File: src/rtl/sr_latch_driver.sv
// Mod-N up/down counter that drives a bank of external clocked SR latches
// with one-cycle set/reset pulses and checks the latch readback.
module sr_latch_driver #(
   parameter int WIDTH   = 4,
   parameter int MODULUS = 10
) (
   input  logic             clk,
   input  logic             rst_n,
   input  logic             en,
   input  logic             up,
   input  logic             load,
   input  logic [WIDTH-1:0] load_val,
   input  logic             clr_err,
   input  logic [WIDTH-1:0] fb_q,
   output logic [WIDTH-1:0] s,
   output logic [WIDTH-1:0] r,
   output logic [WIDTH-1:0] count,
   output logic             tc,
   output logic             mismatch,
   output logic [0:0]       dbg_state
);

   localparam logic [0:0]       INIT    = 1'b0;
   localparam logic [0:0]       RUN     = 1'b1;
   localparam logic [WIDTH-1:0] MAX_CNT = WIDTH'(MODULUS - 1);
   localparam logic [WIDTH:0]   MOD_EXT = (WIDTH + 1)'(MODULUS);

   logic [0:0]       state;
   logic             chk_armed;
   logic [WIDTH-1:0] count_nxt;

   always_comb begin
      count_nxt = count;
      if (load) begin
         count_nxt = ({1'b0, load_val} < MOD_EXT) ? load_val : '0;
      end else if (en && up) begin
         count_nxt = (count == MAX_CNT) ? '0 : count + WIDTH'(1);
      end else if (en) begin
         count_nxt = (count == '0) ? MAX_CNT : count - WIDTH'(1);
      end
   end

   // The first RUN edge samples latches that were only just cleared, so the
   // readback check is armed one edge later.
   always_ff @(posedge clk or negedge rst_n) begin
      if (!rst_n) begin
         state     <= INIT;
         count     <= '0;
         s         <= '0;
         r         <= '0;
         mismatch  <= 1'b0;
         chk_armed <= 1'b0;
      end else begin
         case (state)
            INIT: begin
               s         <= '0;
               r         <= '1;
               chk_armed <= 1'b0;
               state     <= RUN;
            end
            default: begin
               count     <= count_nxt;
               s         <= ~count & count_nxt;
               r         <= count & ~count_nxt;
               chk_armed <= 1'b1;
               state     <= RUN;
            end
         endcase

         // A fresh disagreement wins over a simultaneous clear.
         if (state == RUN && chk_armed && fb_q != count) begin
            mismatch <= 1'b1;
         end else if (clr_err) begin
            mismatch <= 1'b0;
         end
      end
   end

   assign tc = en && ((up && count == MAX_CNT) || (!up && count == '0));
   assign dbg_state = state;

endmodule

File: config.mk
export PLATFORM = sky130hd
export DESIGN_NAME = sr_latch_driver
export DESIGN_NICKNAME = d
export VERILOG_FILES = /design/src/rtl/sr_latch_driver.sv
export SDC_FILE = /design/constraint.sdc
export NUM_CORES = 1
export LEC_CHECK = 0
export ABC_CLOCK_PERIOD_IN_PS = 1750
export CORE_MARGIN = 2
export CORE_UTILIZATION = 45
export DETAILED_ROUTE_END_ITERATION = 12
export PLACE_DENSITY = 0.78
export SKIP_CTS_REPAIR_TIMING = 1
export SYNTH_ARGS = -nofsm -noshare
export SYNTH_HDL_FRONTEND = slang
export SYNTH_SLANG_ARGS = --single-unit
File: constraint.sdc
create_clock -name clk -period 1.75 [get_ports clk]
set_input_delay 0.175 -clock clk [delete_from_list [all_inputs] [get_ports clk]]
set_output_delay 0.175 -clock clk [all_outputs]
set_load 0.01 [all_outputs]
==> results of run 1 <==
[metrics by stage]
| step | worst slack [ns] | utilization, % | instances |
|---|---|---|---|
| 2_1_floorplan | 0.197 | - | 92 |
| 3_3_place_gp | -0.124 | 63.0 | 150 |
| 3_5_place_dp | -0.153 | 63.0 | 150 |
| 4_1_cts | -0.216 | 64.3 | 154 |
| 5_1_grt | 0.00857 | 64.5 | 154 |
| 6_report | 0.0743 | 64.5 | 154 |
[kinds of logic after synthesis]
logic type | after synthesis
AOI/OAI and AO/OA | 29
other | 1
buffers and inverters | 11
and+or+nand+nor | 31
DFF | 15
xor gates and xnor gates | 5
[synth_stat cells, types with 2 or more instances]
| cell type | number | area (sq um) |
|---|---|---|
| nand3_1 | 3 | 15.0 |
| nand2_1 | 6 | 22.5 |
| o31ai_1 | 4 | 30.0 |
| nor2_1 | 3 | 11.3 |
| a211oi_1 | 3 | 22.5 |
| a31oi_1 | 3 | 18.8 |
| dfrtp_1 | 15 | 375 |
| nor3_1 | 3 | 15.0 |
| xnor2_1 | 5 | 43.8 |
| o21ai_0 | 11 | 55.1 |
| nor2b_1 | 3 | 18.8 |
| buf_6 | 2 | 22.5 |
| nor4_1 | 2 | 12.5 |
| clkbuf_8 | 3 | 41.3 |
| inv_1 | 4 | 15.0 |
| and2b_2 | 3 | 26.3 |
[area by class of cell]
class | instances | area (sq um)
Timing Repair Buffer | 38 | 358
Multi-Input combinational cell | 66 | 430
Clock buffer | 4 | 26.3
Inverter | 4 | 15.0
Fill cell | 161 | 683
Tap cell | 27 | 33.8
Sequential cell | 15 | 375
[report_power, final]
| part | leakage [nW] | internal [mW] | switching, mW |
|---|---|---|---|
| Combinational | 0.330 | 0.219 | 0.182 |
| Sequential | 0.186 | 0.385 | 0.0415 |
| Clock | 0.0150 | 0.0887 | 0.107 |
[flip-flops by register name, indices dropped and copies added (netlist names)]
name       flops
count          4
mismatch       1
dbg_state      1
r              4
chk_armed      1
s              4
[metal layers]
| metal | routed length (um) | track usage (%) | share of wire, % |
|---|---|---|---|
| met3 | 189 | 4.63 | 8.9 |
| met1 | 763 | 20.4 | 36 |
| met5 | 0 | 0 | 0 |
| met2 | 1110 | 34.2 | 52 |
| met4 | 57 | 9.52 | 2.7 |
[worst max-delay path by stage]
stage / from / end / slack, ns / cells past startpoint
6_report: count[2]$_DFFE_PN0P_ / count[2] / 0.07 / 2
2_1_floorplan: count[2]$_DFFE_PN0P_ / s[2]$_DFF_PN0_ / 0.20 / 5
5_1_grt: count[0]$_DFFE_PN0P_ / s[2]$_DFF_PN0_ / 0.009 / 5
3_5_place_dp: up / tc / -0.15 / 5
3_3_place_gp: up / tc / -0.12 / 5
4_1_cts: count[0]$_DFFE_PN0P_ / tc / -0.22 / 4
[worst max-delay path, delay by kind of cell, from the launching register on]
| family | cells | cell delay, ns |
|---|---|---|
| flops | 1 | 0.50 |
| buf+inv | 2 | 0.72 |
==> flow_summary.ini, run 1 <==
[sta]
rsz0062_at_grt = no
final-hold-violation-count = 0
slew_headroom_pct = 55.6
setup_viol = 0
fin_setup_tns_ns = 0
maxSlewViolCount = 0
worst_slew_pin_slew_ns = 0.663
fin_crit_sh_pct = 95.8
clock-skew-final_ns = 0.0117
layout_min_cycle_time_ns = 1.68
max_freq_ghz = 0.597
holdWs_ns = 0.283

[pwr]
power_density_nw_per_um2 = 825
p_total_mw = 1.02
ir_drop_mv = 0.548
leakagePower_nw = 0.532

[place]
post_dp_cell_area_sq_um = 1210
dpl.hpwl_um = 1680
port_buffers = 28
gp_congestion = 0.877

[synthesis]
muxShareOfSynthArea_pct = 0
synth-simple-area-share_pct = 21.1
synth_top_family_by_area = compound AO/OA/AOI/OAI gates
yosys.cell_types.count = 35
synth_compound_area_share_pct = 21.6
syn_area_sq_um = 896
seq_area_frac_synth_pct = 41.9
avgSynthCellArea_sq_um = 9.74
postSynthNetCount = 106
ys_warn_count = 0
synth-adder-area-share_pct = 0
synthArstFlopShare_pct = 100
ys.flop_type = dfrtp_1
synth_edf_count = 0
yosys_register_bits = 15
synth_xor_area_share_pct = 4.89
syn_inst = 92

[grt]
grt_pass1_vias = 772
grt_usage_pct = 19.0
grt_max_degree = 16
grt_overflow = 0
grt_pass1_wl_um = 3380
antenna_found_initial = 0

[drt]
first_pass_iters = 4
antenna_left = 0
vias_per_cell = 5.69
drt_iter0_drc = 37
num_vias = 876
wire_per_inst_um = 13.8
wl_um = 2120
drc = 0

[clock_network]
cts_sinks = 15
htree_levels = 1
clock_latency_ns = 0.29
path_clk_slew_ns = 0.09
clock_path_buffers = 2
cts_tree = built
numCtsBuffers = 3
cts-root-buf = clkbuf_4

[min_path]
min_path_type = in -> async

[setup_path]
critPathMaxFanout = 9
worstPathCellList = buf_4 > clkdlybuf4s50_1
worstPathRequired_ns = 1.57
start_kind = flop
reg2reg_setup_slack_ns = 0.10
r2r_start = count[0]$_DFFE_PN0P_
cpMaxStageDelayCell = clkdlybuf4s50_1
critical_path_arrival_ns = 1.50
critPathKind = reg -> out
cp-end-kind = output pin
r2r-end = s[2]$_DFF_PN0_
cpPeakStageDelay_ns = 0.53
rr_worst_depth = 5

[outcome]
status = complete, no violations

[die]
die_w_um = 48.6
core_sq_um = 1920
initial_core_util_pct = 46.6
die_y_um = 48.6
fp-row-count = 16
io_pins = 29
die_area_sq_um = 2360

[final_layout]
syn_to_final_growth_pct = 38.3
drive_gt1_share_pct = 17.3
final_cell_mix = clkdlybuf4s50_1 (27), dfrtp_1 (15), o21ai_0 (10), buf_4 (10), nand2_1 (6)
fin_nets = 142
final_area_sq_um = 1240
final_common_cell = clkdlybuf4s50_1
antenna_cells = 0

[run]
drv_cap = 0
(Power assumes the default switching activity.)
==> run 2, diff against run 1 <==
Settings changed: ABC_CLOCK_PERIOD_IN_PS 1750 to 1800, CAP_MARGIN set to 20, SLEW_MARGIN set to 10.
Clock period 1.75 ns to 1.8 ns, I/O delays scaled along.
==> run 2 against run 1 <==
Clock skew is 0.0048 ns higher. Flip-flop and latch count stayed put. Total power is 2.2% lower. First-iteration DRC count is 49% lower. Final cell count is 0.65% lower. Wire length is 5.0% lower. Setup slack better by 0.0074 ns. Via count is 6.2% lower. Largest power group unchanged.
==> flow_summary.ini, run 2 (synthesized netlist as in run 1, its figures left out) <==
[pwr]
leakagePower_nw = 0.526
p_total_mw = 0.999
seqPwrFrac_pct = 41.5
clkPwrFrac_pct = 20.5
power_density_nw_per_um2 = 812
p_comb_share_pct = 38.0
internal_power_mw = 0.667
power.switching_mw = 0.333
ir_drop_mv = 0.635
switching_share_pct = 33.3

[drt]
antenna_left = 0
drt_iter0_drc = 19
drc = 0
wire_per_inst_um = 13.2
wl_um = 2010
vias_per_cell = 5.37
first_pass_iters = 4
num_vias = 822

[outcome]
status = complete, no violations

[place]
gp_congestion = 0.835
port_buffers = 28
post_dp_cell_area_sq_um = 1200
dpl.hpwl_um = 1530

[final_layout]
final_cell_mix = clkdlybuf4s50_1 (27), dfrtp_1 (15), o21ai_0 (11), buf_4 (9), nand2_1 (6)
final_area_sq_um = 1230
fin_nets = 141
final_common_cell = clkdlybuf4s50_1
syn_to_final_growth_pct = 37.4
drive_gt1_share_pct = 16.7
antenna_cells = 0
fillers = 172
top_regs = count (4), r (4), s (4)

[sta]
max_freq_ghz = 0.582
maxSlewViolCount = 0
fin_crit_sh_pct = 95.5
slew_headroom_pct = 57.0
clock-skew-final_ns = 0.0165
worst_slew_pin_slew_ns = 0.643
final-hold-violation-count = 0
setup_viol = 0
layout_min_cycle_time_ns = 1.72
rsz0062_at_grt = no

[clock_network]
cts_tree = built
htree_levels = 1
numCtsBuffers = 3
cts-root-buf = clkbuf_4
path_clk_slew_ns = 0.10
clock_path_buffers = 2
clock_latency_ns = 0.30
cts_sinks = 15

[grt]
antenna_found_initial = 0
grt_usage_pct = 19.2
grt_pass1_wl_um = 3460
grt_pass1_vias = 798
grt_overflow = 0
grt_max_degree = 16

[setup_path]
worstPathRequired_ns = 1.62
r2r_start = count[0]$_DFFE_PN0P_
reg2reg_setup_slack_ns = 0.18
start_kind = flop
critPathKind = reg -> out
critical_path_arrival_ns = 1.54
rr_worst_depth = 6
critPathMaxFanout = 8
r2r-end = r[1]$_DFF_PN0_
cp-end-kind = output pin

[run]
drv_cap = 0

[die]
die_area_sq_um = 2360
initial_core_util_pct = 46.6
core_sq_um = 1920
fp-row-count = 16
die_w_um = 48.6
io_pins = 29
die_y_um = 48.6

[min_path]
min_path_type = in -> async
run 2: cell type report:
class                   count  area [sq um]  share of cell area (%)
multi-input cells          66           430                    35.0
flip-flops and latches     15           375                    30.5
repair buffers             37           350                    28.5
well taps                  27          33.8                    2.74
clock buffers               4          26.3                    2.13
inverters                   4          15.0                    1.22
run 2: metal layers:
metal | vias up | GRT usage, % | share of wire [%]
met1 | 387 | 23.7 | 43
li1 | 403 | - | -
met5 | - | 0 | 0
met3 | 4 | 2.16 | 4.7
met4 | 0 | 13.3 | 1.9
met2 | 28 | 31.5 | 50
run 2: worst max-delay path by stage:
| stage | end | start | cells past startpoint | slack [ns] |
|---|---|---|---|---|
| after floorplan | s[2]$_DFF_PN0_ | count[2]$_DFFE_PN0P_ | 5 | 0.25 |
| after global placement | tc | up | 5 | -0.08 |
| after detailed placement | tc | up | 5 | -0.11 |
| after CTS | tc | count[0]$_DFFE_PN0P_ | 4 | -0.17 |
| after global routing | count[1] | count[1]$_DFFE_PN0P_ | 2 | 0.04 |
| final | count[1] | count[1]$_DFFE_PN0P_ | 2 | 0.08 |
run 2: power groups by stage:
stage                     Clock (mW)  Sequential (mW)  Combinational [mW]
after floorplan                    0            0.425               0.217
after global placement             0            0.419               0.371
after detailed placement           0            0.421               0.380
after CTS                      0.205            0.414               0.381
after global routing           0.218            0.423               0.414
final                          0.205            0.415               0.380
run 2: through the flow:
| stage | cells | util, % | TNS, ns | hold slack [ns] | setup slack [ns] |
|---|---|---|---|---|---|
| after CTS | 153 | 63.9 | -0.174 | 0.306 | -0.174 |
| after floorplan | 92 | - | 0 | -0.116 | 0.247 |
| after detailed placement | 149 | 62.6 | -0.106 | 0.483 | -0.106 |
| after global routing | 153 | 64.1 | 0 | 0.345 | 0.0439 |
| final | 153 | 64.1 | 0 | 0.264 | 0.0818 |
| after global placement | 149 | 62.6 | -0.0846 | 0.475 | -0.0846 |
run 2: worst max-delay path: stages (launching register included):
cell,delay (ns)
dfrtp_1,0.47
buf_4,0.21
clkdlybuf4s50_1,0.55
==> run 3, diff against run 2 <==
Settings changed: CTS_CLUSTER_SIZE set to 8, PLACE_DENSITY 0.78 to not set, PLACE_DENSITY_LB_ADDON set to 0.3.
==> run 3 against run 2 <==
Die area stayed put. Register-to-register slack worse by 0.05 ns. Non-clock buffer count did not move. Flip-flop and latch count stayed put. Sequential share of layout area unchanged. Global-route usage fell by 0.90 points. Fmax grew 2.9%. Wire length is 0.60% lower. Count of clock-buffer cells in the layout did not move. Critical path depth up 3. Total power decreased by 2.1%. Critical path type is now reg -> reg. Highest routed layer unchanged.
==> flow_summary.ini, run 3 (synthesized netlist as in run 1, its figures left out) <==
[setup_path]
critPathKind = reg -> reg
worstPathRequired_ns = 2.00
critPathMaxFanout = 15
start_kind = flop
critical_path_arrival_ns = 1.87
cp-end-kind = flop

[drt]
num_vias = 859
drc = 0
antenna_left = 0
first_pass_iters = 4
wire_per_inst_um = 13.1
wl_um = 2000
vias_per_cell = 5.61
drt_iter0_drc = 24

[grt]
grt_overflow = 0
grt_pass1_vias = 784
met1_usage_pct = 22.0
grt_usage_pct = 18.3
use_met2_pct = 32.2
grt.busiest_layer = met2
grt_pass1_wl_um = 3400
grt_max_degree = 16
antenna_found_initial = 0
use_met3_pct = 3.40

[final_layout]
final_area_sq_um = 1230
syn_to_final_growth_pct = 37.4
antenna_cells = 0
fin_nets = 141
fillers = 164
final_cell_mix = clkdlybuf4s50_1 (27), dfrtp_1 (15), o21ai_0 (11), buf_4 (9), nand2_1 (6)
final_common_cell = clkdlybuf4s50_1
fin_util_pct = 64.1
drive_gt1_share_pct = 16.7
top_regs = count (4), r (4), s (4)

[pwr]
ir_drop_mv = 0.511
leakagePower_nw = 0.527
power_density_nw_per_um2 = 795
p_total_mw = 0.979

[die]
die_area_sq_um = 2360
initial_core_util_pct = 46.6
core_sq_um = 1920
die_w_um = 48.6
io_pins = 29
die_y_um = 48.6
fp-row-count = 16

[sta]
worst_slew_pin_slew_ns = 0.617
clock-skew-final_ns = 0.00308
maxSlewViolCount = 0
layout_min_cycle_time_ns = 1.67
slew_headroom_pct = 58.7
fin_crit_sh_pct = 92.8
final-hold-violation-count = 0
setup_viol = 0
max_freq_ghz = 0.599
rsz0062_at_grt = no

[outcome]
status = complete, no violations

[clock_network]
htree_levels = 1
cts_tree = built
cts-root-buf = clkbuf_4
clock_path_buffers = 2
clock_latency_ns = 0.27
cts_sinks = 15
path_clk_slew_ns = 0.08
numCtsBuffers = 3

[min_path]
min_path_type = in -> async

[place]
port_buffers = 28
dpl.hpwl_um = 1630
gp_congestion = 0.798
post_dp_cell_area_sq_um = 1200

[run]
drv_cap = 0
run 3: cell counts in the layout (fill, tap and decap cells not counted):
No cell type changed its count.
run 3: final cells by class:
| class | count | area [sq um] | area share (%) |
|---|---|---|---|
| Timing Repair Buffer | 37 | 350 | 28.5 |
| Multi-Input combinational cell | 66 | 430 | 35.0 |
| Tap cell | 27 | 33.8 | 2.74 |
| Clock buffer | 4 | 26.3 | 2.13 |
| Inverter | 4 | 15.0 | 1.22 |
| Sequential cell | 15 | 375 | 30.5 |
run 3: final timing paths:
kind / start / end / slack (ns) / cells after the start
hold / removal: rst_n / chk_armed$_DFF_PN0_ / 0.29 / 1
hold reg to reg: chk_armed$_DFF_PN0_ / mismatch$_DFFE_PN0P_ / 0.50 / 2
setup / recovery: count[0]$_DFFE_PN0P_ / s[2]$_DFF_PN0_ / 0.13 / 5
setup reg to reg: count[0]$_DFFE_PN0P_ / s[2]$_DFF_PN0_ / 0.13 / 5
min in group clk: clr_err / mismatch$_DFFE_PN0P_ / 0.47 / 2
max in group asynchronous: rst_n / count[3]$_DFFE_PN0P_ / 1.11 / 1
run 3: routing by layer:
metal / vias to the layer above / wire length, um
met5: - / 0
met3: 4 / 123
met2: 38 / 1020
met4: 0 / 37
met1: 408 / 819
li1: 409 / -
run 3: per-stage QoR:
stage / std cells / TNS [ns] / setup WS [ns] / hold WS, ns
CTS: 153 / -0.168 / -0.168 / 0.311
global route: 153 / 0 / 0.0274 / 0.351
floorplan: 92 / 0 / 0.247 / -0.116
detailed placement: 149 / -0.106 / -0.106 / 0.486
global placement: 149 / -0.103 / -0.103 / 0.473
finish: 153 / 0 / 0.130 / 0.290
run 3: critical path: stages, from the launching register on:
cell	delay, ns
dfrtp_1	0.40
buf_4	0.20
or4b_4	0.53
a221oi_2	0.22
a31oi_1	0.13
nor2_1	0.12
run 3: report_power, final:
part	switching, mW	internal [mW]
clock network	0.0931	0.0858
logic	0.175	0.211
registers	0.0396	0.374
total	0.308	0.671
==> RTL change (config.mk and constraints of run 3) <==
`WIDTH`: 4 -> 6.
--- a/src/rtl/sr_latch_driver.sv
+++ b/src/rtl/sr_latch_driver.sv
@@ -1,7 +1,7 @@
 // Mod-N up/down counter that drives a bank of external clocked SR latches
 // with one-cycle set/reset pulses and checks the latch readback.
 module sr_latch_driver #(
-   parameter int WIDTH   = 4,
+   parameter int WIDTH   = 6,
    parameter int MODULUS = 10
 ) (
    input  logic             clk,
Interface: changed (5 resized); port bits go from 29 to 39. No check against the original RTL was run, so the function may have changed too.
==> RTL change against run 3 <==
The run now ends with negative setup slack left; via count up 46%; sequential share of layout area down 3.7 points; sequential cell count up 6; worst hold slack worse by 0.098 ns; power up 61%; worst setup slack worse by 0.17 ns; routed wire length up 79%; area after synthesis up 41%; highest routed layer unchanged; cell area up 60%.
==> RTL change: results (changes against run 3) <==
Parameter                              Value

Outcome
  Run status    complete, but fails checks (was completed)
  Failing checks    negative setup slack

STA
  # setup viols final    2 (was 0)
  Setup WS post-layout    -0.0395 ns (was 0.130 ns)
  Slew headroom    0.643 (was 0.587)
  Final Skew    0.00213 ns (was 0.00308 ns)

Global route
  Maximum number of pins on one net before global-route repair    22 (was 16)
  Wire length of the first global-routing pass    5.73 mm (was 3.40 mm)
  Overall fraction of global-route tracks in use    0.226 (was 0.183)

Critical path
  Arrival time reported for the critical path endpoint    2.10 ns (was 1.87 ns)
  Largest incremental delay on the critical path    0.51 ns (was 0.53 ns)
  Biggest fanout along the worst timing path    4 (was 15)
  Critical-path top delay cell    sky130_fd_sc_hd__or4_4 (was sky130_fd_sc_hd__or4b_4)

Place
  Pre-CTS setup slack    -0.0545 ns (was -0.106 ns)
  HPWL Detailed    2.74 mm (was 1.63 mm)
  Port buffer count    38 (was 28)

Power and ir drop
  Internal power of the cells    1.03 mW (was 0.671 mW)
  VDD IR-drop max    0.736 mV (was 0.511 mV)

Synth
  List of most frequent post-synthesis cells    21 x sky130_fd_sc_hd__dfrtp_1, 11 x sky130_fd_sc_hd__nand2_1, 10 x sky130_fd_sc_hd__o21ai_0 (was 15 x sky130_fd_sc_hd__dfrtp_1, 11 x sky130_fd_sc_hd__o21ai_0, 6 x sky130_fd_sc_hd__nand2_1)
  Top post-synthesis cells by area    sky130_fd_sc_hd__dfrtp_1 41%, sky130_fd_sc_hd__xnor2_1 6.2%, sky130_fd_sc_hd__ha_1 3.9% (was sky130_fd_sc_hd__dfrtp_1 42%, sky130_fd_sc_hd__o21ai_0 6.1%, sky130_fd_sc_hd__xnor2_1 4.9%)
  Register area share after synthesis    0.415 (was 0.419)
  Post-synth net total    156 (was 106)

Clock network
  Clock transition time at the flip-flop clock pins of the worst setup and hold paths    0.12 ns (was 0.08 ns)
  Clock insertion delay at the later pin of the skew report    0.31 ns (was 0.27 ns)

Cells and area
  Net count reported at finish    223 (was 141)

Drt
  Number of vias after detailed routing    1,256 (was 859)
==> RTL change: cell count changes in the layout (fill, tap and decap cells not counted), moves of 3 or more <==
cell	delta
sky130_fd_sc_hd__and2b_2	-3
sky130_fd_sc_hd__inv_1	+4
sky130_fd_sc_hd__nand3_1	+5
sky130_fd_sc_hd__nor2_1	+6
sky130_fd_sc_hd__o21ai_1	+4
sky130_fd_sc_hd__o31ai_1	-4
sky130_fd_sc_hd__a211oi_1	-3
sky130_fd_sc_hd__xnor2_1	+4
sky130_fd_sc_hd__o21ai_0	-6
sky130_fd_sc_hd__clkdlybuf4s50_1	+10
sky130_fd_sc_hd__nand4_1	+6
sky130_fd_sc_hd__nand2_1	+5
sky130_fd_sc_hd__dfrtp_1	+5
sky130_fd_sc_hd__buf_4	+22
==> RTL change: final timing paths <==
check / to / slack (ns) / cells past startpoint
hold / removal: s[3] / 0.19 / 2
setup reg to reg: count[5] / -0.04 / 6
hold reg to reg: mismatch / 0.55 / 2
max in group asynchronous: dbg_state / 1.38 / 2
min in group clk: mismatch / 0.43 / 2
setup / recovery: count[5] / -0.04 / 6
==> RTL change: per-stage QoR <==
step	power (mW)	utilization	instances	setup TNS, ns
after CTS	1.52	0.698	229	-0.433
after global routing	1.65	0.726	231	-0.605
after global placement	1.26	0.688	225	-0.0283
after detailed placement	1.29	0.688	225	-0.114
final	1.57	0.726	231	-0.0656
after floorplan	0.920	-	134	0
==> RTL change: cells by family after synthesis <==
family          after synthesis  synth area share
other cells                   1           0.00296
simple gates                 52             0.241
flops                        21             0.415
xor+xnor                     11            0.0760
compound gates               27             0.145
mux                           1           0.00888
fa+ha+maj                     4            0.0395
buf+inv                      17            0.0721
==> RTL change: per-layer routing <==
metal	up-vias	track usage	routed length, um
li1	604	-	-
met5	-	0	0
met2	44	0.409	1880
met4	0	0.0831	57
met3	7	0.0317	149
met1	601	0.273	1500
==> RTL change: final cells by class <==
cell class / instances / area, um2 / share of cell area
clock buffers: 3 / 22.5 / 0.0114
clock inverters: 1 / 5.00 / 0.00254
inverters: 8 / 30.0 / 0.0153
multi-input cells: 96 / 714 / 0.363
flip-flops and latches: 21 / 527 / 0.268
well taps: 31 / 38.8 / 0.0197
repair buffers: 71 / 631 / 0.320
==> RTL change: power by group through the flow <==
stage	logic, mW	clock network, mW	registers [mW]
floorplan	0.306	0	0.614
global placement	0.673	0	0.592
detailed placement	0.692	0	0.597
CTS	0.698	0.234	0.587
global route	0.805	0.252	0.595
finish	0.749	0.235	0.588
